==> src/rtl/muldiv_seq.sv <==
// muldiv_seq: iterative multiply/divide unit with HI/LO result registers.
// One radix-2 step per cycle (shift-add multiply, restoring divide) on
// operand magnitudes; a final cycle applies sign correction and writes HI/LO.
//
//   state  | meaning
//   -------+-------------------------------------------------------------
//   S_IDLE | waiting for start; MTLO/MTHI write LO/HI directly
//   S_CALC | one iteration per cycle, counter WIDTH-1 down to 0
//   S_FIX  | sign correction, HI/LO (and div_zero) written, back to idle
module muldiv_seq #(
  parameter int WIDTH = 32
) (
  input  logic             clk,
  input  logic             reset,
  input  logic [WIDTH-1:0] src_a,
  input  logic [WIDTH-1:0] src_b,
  input  logic [2:0]       op,
  input  logic             start,
  input  logic             flush,
  input  logic             rd_hi,
  output logic [WIDTH-1:0] data_out,
  output logic             run,
  output logic             done,
  output logic             div_zero
);

  localparam int CW = $clog2(WIDTH);

  typedef enum logic [1:0] {S_IDLE, S_CALC, S_FIX} state_t;

  state_t             r_state;
  logic [CW-1:0]      r_cnt;
  logic [WIDTH-1:0]   r_hi;
  logic [WIDTH-1:0]   r_lo;
  logic               r_done;
  logic               r_div_zero;
  logic               r_is_div;
  logic               r_neg_res;   // quotient/product must be negated
  logic               r_neg_a;     // remainder takes the dividend's sign
  logic [WIDTH-1:0]   r_raw_a;     // original dividend, returned in HI on /0
  logic [WIDTH-1:0]   r_b;         // divisor/multiplier magnitude
  logic [2*WIDTH-1:0] r_acc;       // {partial/remainder, multiplier/quotient}

  logic               w_neg_a;
  logic               w_neg_b;
  logic [WIDTH-1:0]   w_mag_a;
  logic [WIDTH-1:0]   w_mag_b;
  logic [WIDTH:0]     w_add;
  logic [2*WIDTH-1:0] w_mul_next;
  logic [WIDTH:0]     w_rem_sh;
  logic [WIDTH:0]     w_diff;
  logic [2*WIDTH-1:0] w_div_next;
  logic [2*WIDTH-1:0] w_prod;
  logic [WIDTH-1:0]   w_quo;
  logic [WIDTH-1:0]   w_rem;
  logic               w_b_zero;

  // Operand sign handling: op[0] selects the signed variant.
  always_comb begin
    w_neg_a = op[0] & src_a[WIDTH-1];
    w_neg_b = op[0] & src_b[WIDTH-1];
    w_mag_a = w_neg_a ? -src_a : src_a;
    w_mag_b = w_neg_b ? -src_b : src_b;
  end

  // Next-iteration values for multiply and divide, plus final sign fix-up.
  always_comb begin
    w_add      = {1'b0, r_acc[2*WIDTH-1:WIDTH]} +
                 (r_acc[0] ? {1'b0, r_b} : {(WIDTH+1){1'b0}});
    w_mul_next = {w_add, r_acc[WIDTH-1:1]};
    w_rem_sh   = r_acc[2*WIDTH-1:WIDTH-1];
    w_diff     = w_rem_sh - {1'b0, r_b};
    w_div_next = w_diff[WIDTH] ? {w_rem_sh[WIDTH-1:0], r_acc[WIDTH-2:0], 1'b0}
                               : {w_diff[WIDTH-1:0],   r_acc[WIDTH-2:0], 1'b1};
    w_prod     = r_neg_res ? -r_acc : r_acc;
    w_quo      = r_neg_res ? -r_acc[WIDTH-1:0] : r_acc[WIDTH-1:0];
    w_rem      = r_neg_a ? -r_acc[2*WIDTH-1:WIDTH] : r_acc[2*WIDTH-1:WIDTH];
    w_b_zero   = (r_b == {WIDTH{1'b0}});
  end

  // Sequencer, iteration datapath and HI/LO result registers.
  always_ff @(posedge clk) begin
    if (reset) begin
      r_state    <= S_IDLE;
      r_cnt      <= '0;
      r_hi       <= '0;
      r_lo       <= '0;
      r_done     <= 1'b0;
      r_div_zero <= 1'b0;
      r_is_div   <= 1'b0;
      r_neg_res  <= 1'b0;
      r_neg_a    <= 1'b0;
      r_raw_a    <= '0;
      r_b        <= '0;
      r_acc      <= '0;
    end else begin
      r_done <= 1'b0;
      if (flush) begin
        r_state <= S_IDLE;
      end else begin
        case (r_state)
          S_IDLE: begin
            if (start) begin
              if (op[2] == 1'b0) begin
                r_is_div  <= op[1];
                r_neg_res <= w_neg_a ^ w_neg_b;
                r_neg_a   <= w_neg_a;
                r_raw_a   <= src_a;
                r_b       <= w_mag_b;
                r_acc     <= {{WIDTH{1'b0}}, w_mag_a};
                r_cnt     <= CW'(WIDTH-1);
                r_state   <= S_CALC;
              end else if (op[1] == 1'b0) begin
                if (op[0]) r_hi <= src_a;
                else       r_lo <= src_a;
              end
            end
          end
          S_CALC: begin
            r_acc <= r_is_div ? w_div_next : w_mul_next;
            if (r_cnt == '0) r_state <= S_FIX;
            else             r_cnt   <= r_cnt - CW'(1);
          end
          S_FIX: begin
            if (!r_is_div) begin
              r_hi <= w_prod[2*WIDTH-1:WIDTH];
              r_lo <= w_prod[WIDTH-1:0];
            end else if (w_b_zero) begin
              r_hi       <= r_raw_a;
              r_lo       <= {WIDTH{1'b1}};
              r_div_zero <= 1'b1;
            end else begin
              r_hi       <= w_rem;
              r_lo       <= w_quo;
              r_div_zero <= 1'b0;
            end
            r_done  <= 1'b1;
            r_state <= S_IDLE;
          end
          default: r_state <= S_IDLE;
        endcase
      end
    end
  end

  assign data_out = rd_hi ? r_hi : r_lo;
  assign run      = (r_state != S_IDLE);
  assign done     = r_done;
  assign div_zero = r_div_zero;

endmodule

==> config.mk <==
export PLATFORM = sky130hd
export DESIGN_NAME = muldiv_seq
export DESIGN_NICKNAME = d
export VERILOG_FILES = /design/src/rtl/muldiv_seq.sv
export SDC_FILE = /design/constraint.sdc
export NUM_CORES = 1
export LEC_CHECK = 0
export CAP_MARGIN = 20
export CORE_ASPECT_RATIO = 1.25
export CORE_MARGIN = 8
export CORE_UTILIZATION = 30
export CTS_BUF_LIST = sky130_fd_sc_hd__clkbuf_4
export DETAILED_ROUTE_END_ITERATION = 12
export GPL_TIMING_DRIVEN = 0
export PLACE_DENSITY = 0.48
export SLEW_MARGIN = 10
export SYNTH_ARGS = -nofsm -noshare
export SYNTH_HDL_FRONTEND = slang
export SYNTH_SLANG_ARGS = --single-unit
==> constraint.sdc <==
create_clock -name clk -period 2.8 [get_ports clk]
set_input_delay 0.42 -clock clk [delete_from_list [all_inputs] [get_ports clk]]
set_output_delay 0.42 -clock clk [all_outputs]
set_load 0.01 [all_outputs]
==> metrics.md <==
| Metric | Value |
|---|---|
| DR DRC count | 0 |
| Area growth syn-to-layout | 33.4% |
| Place WS | -1530 ps |
| Top delay family on crit path | compound AO/OA/AOI/OAI gates |
| Most frequent cell on the critical path | a21o_1 |
| Final hold violations | 0 |
| Wirelength per Cell | ~24 um |
| GRT overflow | 0 |
| Worst endpoint required time | 3410 ps |
| I/O Buffers | 95 |
| Hpwl dp | 61.0 mm |
| Worst EP arrival | 3740 ps |
| First-pass GRT wire length | 116 mm |
| Clock Sinks | approximately 200 |
| Fmax | between 0.3 and 0.4 GHz |
| Gpl congestion | 0.981 |
| Global Route Usage Sum | 24.4% |
| Pwr Total | roughly 7.9 mW |
| Syn Inst Count | approximately 2200 |
| Final worst slack | -337 ps |
| Worst-path fanout max | 8 |
| Vias/cell | between 5 and 6 |
| Clk buf depth | 3 |
| Peak VDD IR | 0.222 mV |
| Max Cap Viol | 0 |
| Pin count of the biggest net entering global routing | 16 |
| Syn_area_per_cell | about 7.3 um2 |
| Critical path launch point | r_acc[0] |
| Min-Delay Path Class | primary input to flop |
| FF-to-FF setup slack | -340 ps |
| Synth area leader | dfxtp_1 |
| Initial drt markers | 1295 |
| Initial Util | 30.1% |
| Post-route cell area | 0.0219 mm2 |
| Setup crit end kind | flop |
| Leakage power | 7.96 nW |
| Mapped Area | 0.0164 mm2 |
| Setup violators final | 46 |
| Placed inst area | roughly 0.018 mm2 |
| Final wirelength | 79.6 mm |
| Worst r2r path cells | 13 |
| Failing checks | setup timing |
| Die footprint | 0.0625 mm2 |
| Critical R2R Capture | r_acc[63] |
| R2R Path Start | r_acc[0] |
| Share of the synthesized area in the top cell type | roughly a quarter |
| Top_reg_cell synth | dfxtp_1 |
| Commonest non-fill, non-tap cells in the layout | 288 x nand2_1, 199 x nor2_1, 198 x a21oi_1, 179 x dfxtp_1, 119 x xnor2_1 |
| Worst skew pair latency | around 840 ps |
| Synth Register Bits | approximately 200 |
| TritonRoute pass-1 iters | 5 |
| Final period util | 112% |
| Worst Hold Slack | 64.5 ps |
| Antenna-violating nets left | 0 |
| CP Capture Point | r_acc[63] |
| Crit Path Class | flop to flop |
| Cells along the critical path | clkinvlp_4, buf_6, buf_12, nor2_2, ha_4, a21o_1, a21o_1, a21o_1, a21o_1, a21o_1, o2111a_1, o221ai_2, a221oi_1 |
| Clk_skew | approximately 62 ps |
| RSZ-0062 raised after global routing | yes |
| CTS tree | yes |
| Synth Warn # | 0 |
| Top cells by area, synth | dfxtp_1 25%, a21oi_1 6.8%, nand2_1 6.8% |
| Ports | 107 |
| Clk slew on worst S/H paths | 70 ps |
| WP depth | 13 |
| Routed via count | 18400 |
| Core ar. | between 0.05 and 0.06 mm2 |
| Slowest CP cell | dfxtp_4 |
| CP Buf/Inv Count | 3 |
| Share of cells above drive strength 1 | 21.9% |
| TritonCTS buffer count | 59 |
| CP peak stage delay | 400 ps |
| FP Rows | 96 |
| Number of synthesized flops with an enable pin | 0 |
| H-tree depth | 2 |
| Initial antenna violation count | 2 |
| Clk root buf | clkbuf_4 |
| Chip Width | 225 um |
| Commonest non-fill, non-tap cell in the layout | nand2_1 |
| Max-slew violations | 0 |
| Nets | 2647 |
| DIE HEIGHT | 278 um |
| Slew headroom | 19.2% |
| Post-synth ARST share | 0% |
| Tmin final | about 3100 ps |
| Worst-Margin Slew | between 1000 and 1500 ps |
| Vias in the first global route | 18500 |
| Crit start category | flop |
| Synth cell types | 73 |
| Outcome | finished with violations |
| Seq/Total Area, Yosys | between 20% and 30% |
| PD cells | 362 mW/mm2 |
| Syn_nets | 2391 |
==> layout make-up <==
cell class,instances,area [um2]
clock buffers,86,646
inverters,58,245
well taps,735,920
multi-input cells,1808,13000
repair buffers,207,1940
diodes,2,5.00
plain buffers,165,926
flip-flops and latches,204,4150
clock inverters,15,63.8
fillers,5744,32600
==> Yosys cell counts (all sizes together) (18+ instances only) <==
cell type / n
nor4: 32
inv: 58
and3: 18
nand3: 34
nand2: 298
nand2b: 25
clkbuf: 152
nor3: 55
ha: 70
xnor2: 125
o21ai: 130
o221ai: 30
a21oi: 224
a21o: 32
mux2i: 49
o41ai: 19
mux2: 33
nor2: 220
o31ai: 29
dfxtp: 204
a211oi: 79
o211ai: 39
xor2: 77
buf: 25
==> stage by stage <==
step           instances  TNS [ps]  util (%)
6_report            3280     -7240      40.2
3_5_place_dp        3080   -107670      33.7
5_1_grt             3280    -10890      40.2
3_3_place_gp        3077   -164650      33.6
2_1_floorplan       2247         0         -
4_1_cts             3241     -4870      38.3
==> worst reg2reg max path, cell delays in order (launching register included) <==
cell and delay (ps):
dfxtp_4 400, clkinvlp_4 200, buf_6 200, buf_12 160, nor2_2 150, ha_4 250
a21o_1 210, a21o_1 180, a21o_1 200, a21o_1 190, a21o_1 230, o2111a_1 280
o221ai_2 150, a221oi_1 110
==> repair_timing <==
| action | 4_1_cts | 5_1_grt |
|---|---|---|
| endpoints found under the hold margin | 2 | 0 |
| buffers inserted | 66 | 42 |
| resized for setup | 326 | 197 |
| endpoints found under the setup margin | 145 | 82 |
| gates cloned | 2 | 1 |
| hold buffers | 2 | 0 |
| pin swaps | 84 | 86 |
==> worst min path at each step <==
stage,end,cells past startpoint,startpoint,slack (ps)
global route,r_raw_a[19],3,src_a[19],50
finish,r_raw_a[19],3,src_a[19],60
global placement,r_lo[14],2,r_lo[14],440
detailed placement,r_hi[15],2,r_hi[15],440
CTS,r_raw_a[19],3,src_a[19],5
floorplan,r_hi[11],2,r_hi[11],420
==> registers in the layout (all words and copies together) (netlist names) <==
name and cells:
r_state 2, r_hi 32, r_lo 32, div_zero 1, r_cnt 5, r_neg_a 1, r_neg_res 1, r_is_div 1
done 1, r_acc 64, r_raw_a 32, r_b 32
==> per-layer routing <==
layer / track usage, % / up-vias / part of all wire (%)
met1: 25.9 / 8831 / 37
met5: 0 / - / 0
met2: 43.9 / 678 / 50
met3: 3.64 / 272 / 5.0
li1: - / 8611 / -
met4: 16.3 / 0 / 7.3
==> power by group <==
group,internal (mW),switching (mW)
clock network,1.39,1.50
registers,2.98,0.105
logic,0.755,1.19
==> cells by family (layout without fill, tap and decap cells) <==
family	count (synthesis)	count (layout)	synth area share, %
DFF	204	204	24.9
AOI/OAI and AO/OA	682	682	26.7
other	0	2	0
and+or+nand+nor	770	770	21.4
buffers and inverters	235	531	5.48
muxes	82	82	5.25
xor gates and xnor gates	202	202	10.8
adders and majority gates	72	72	5.58
No activity file was read; power rests on OpenSTA's default activity.
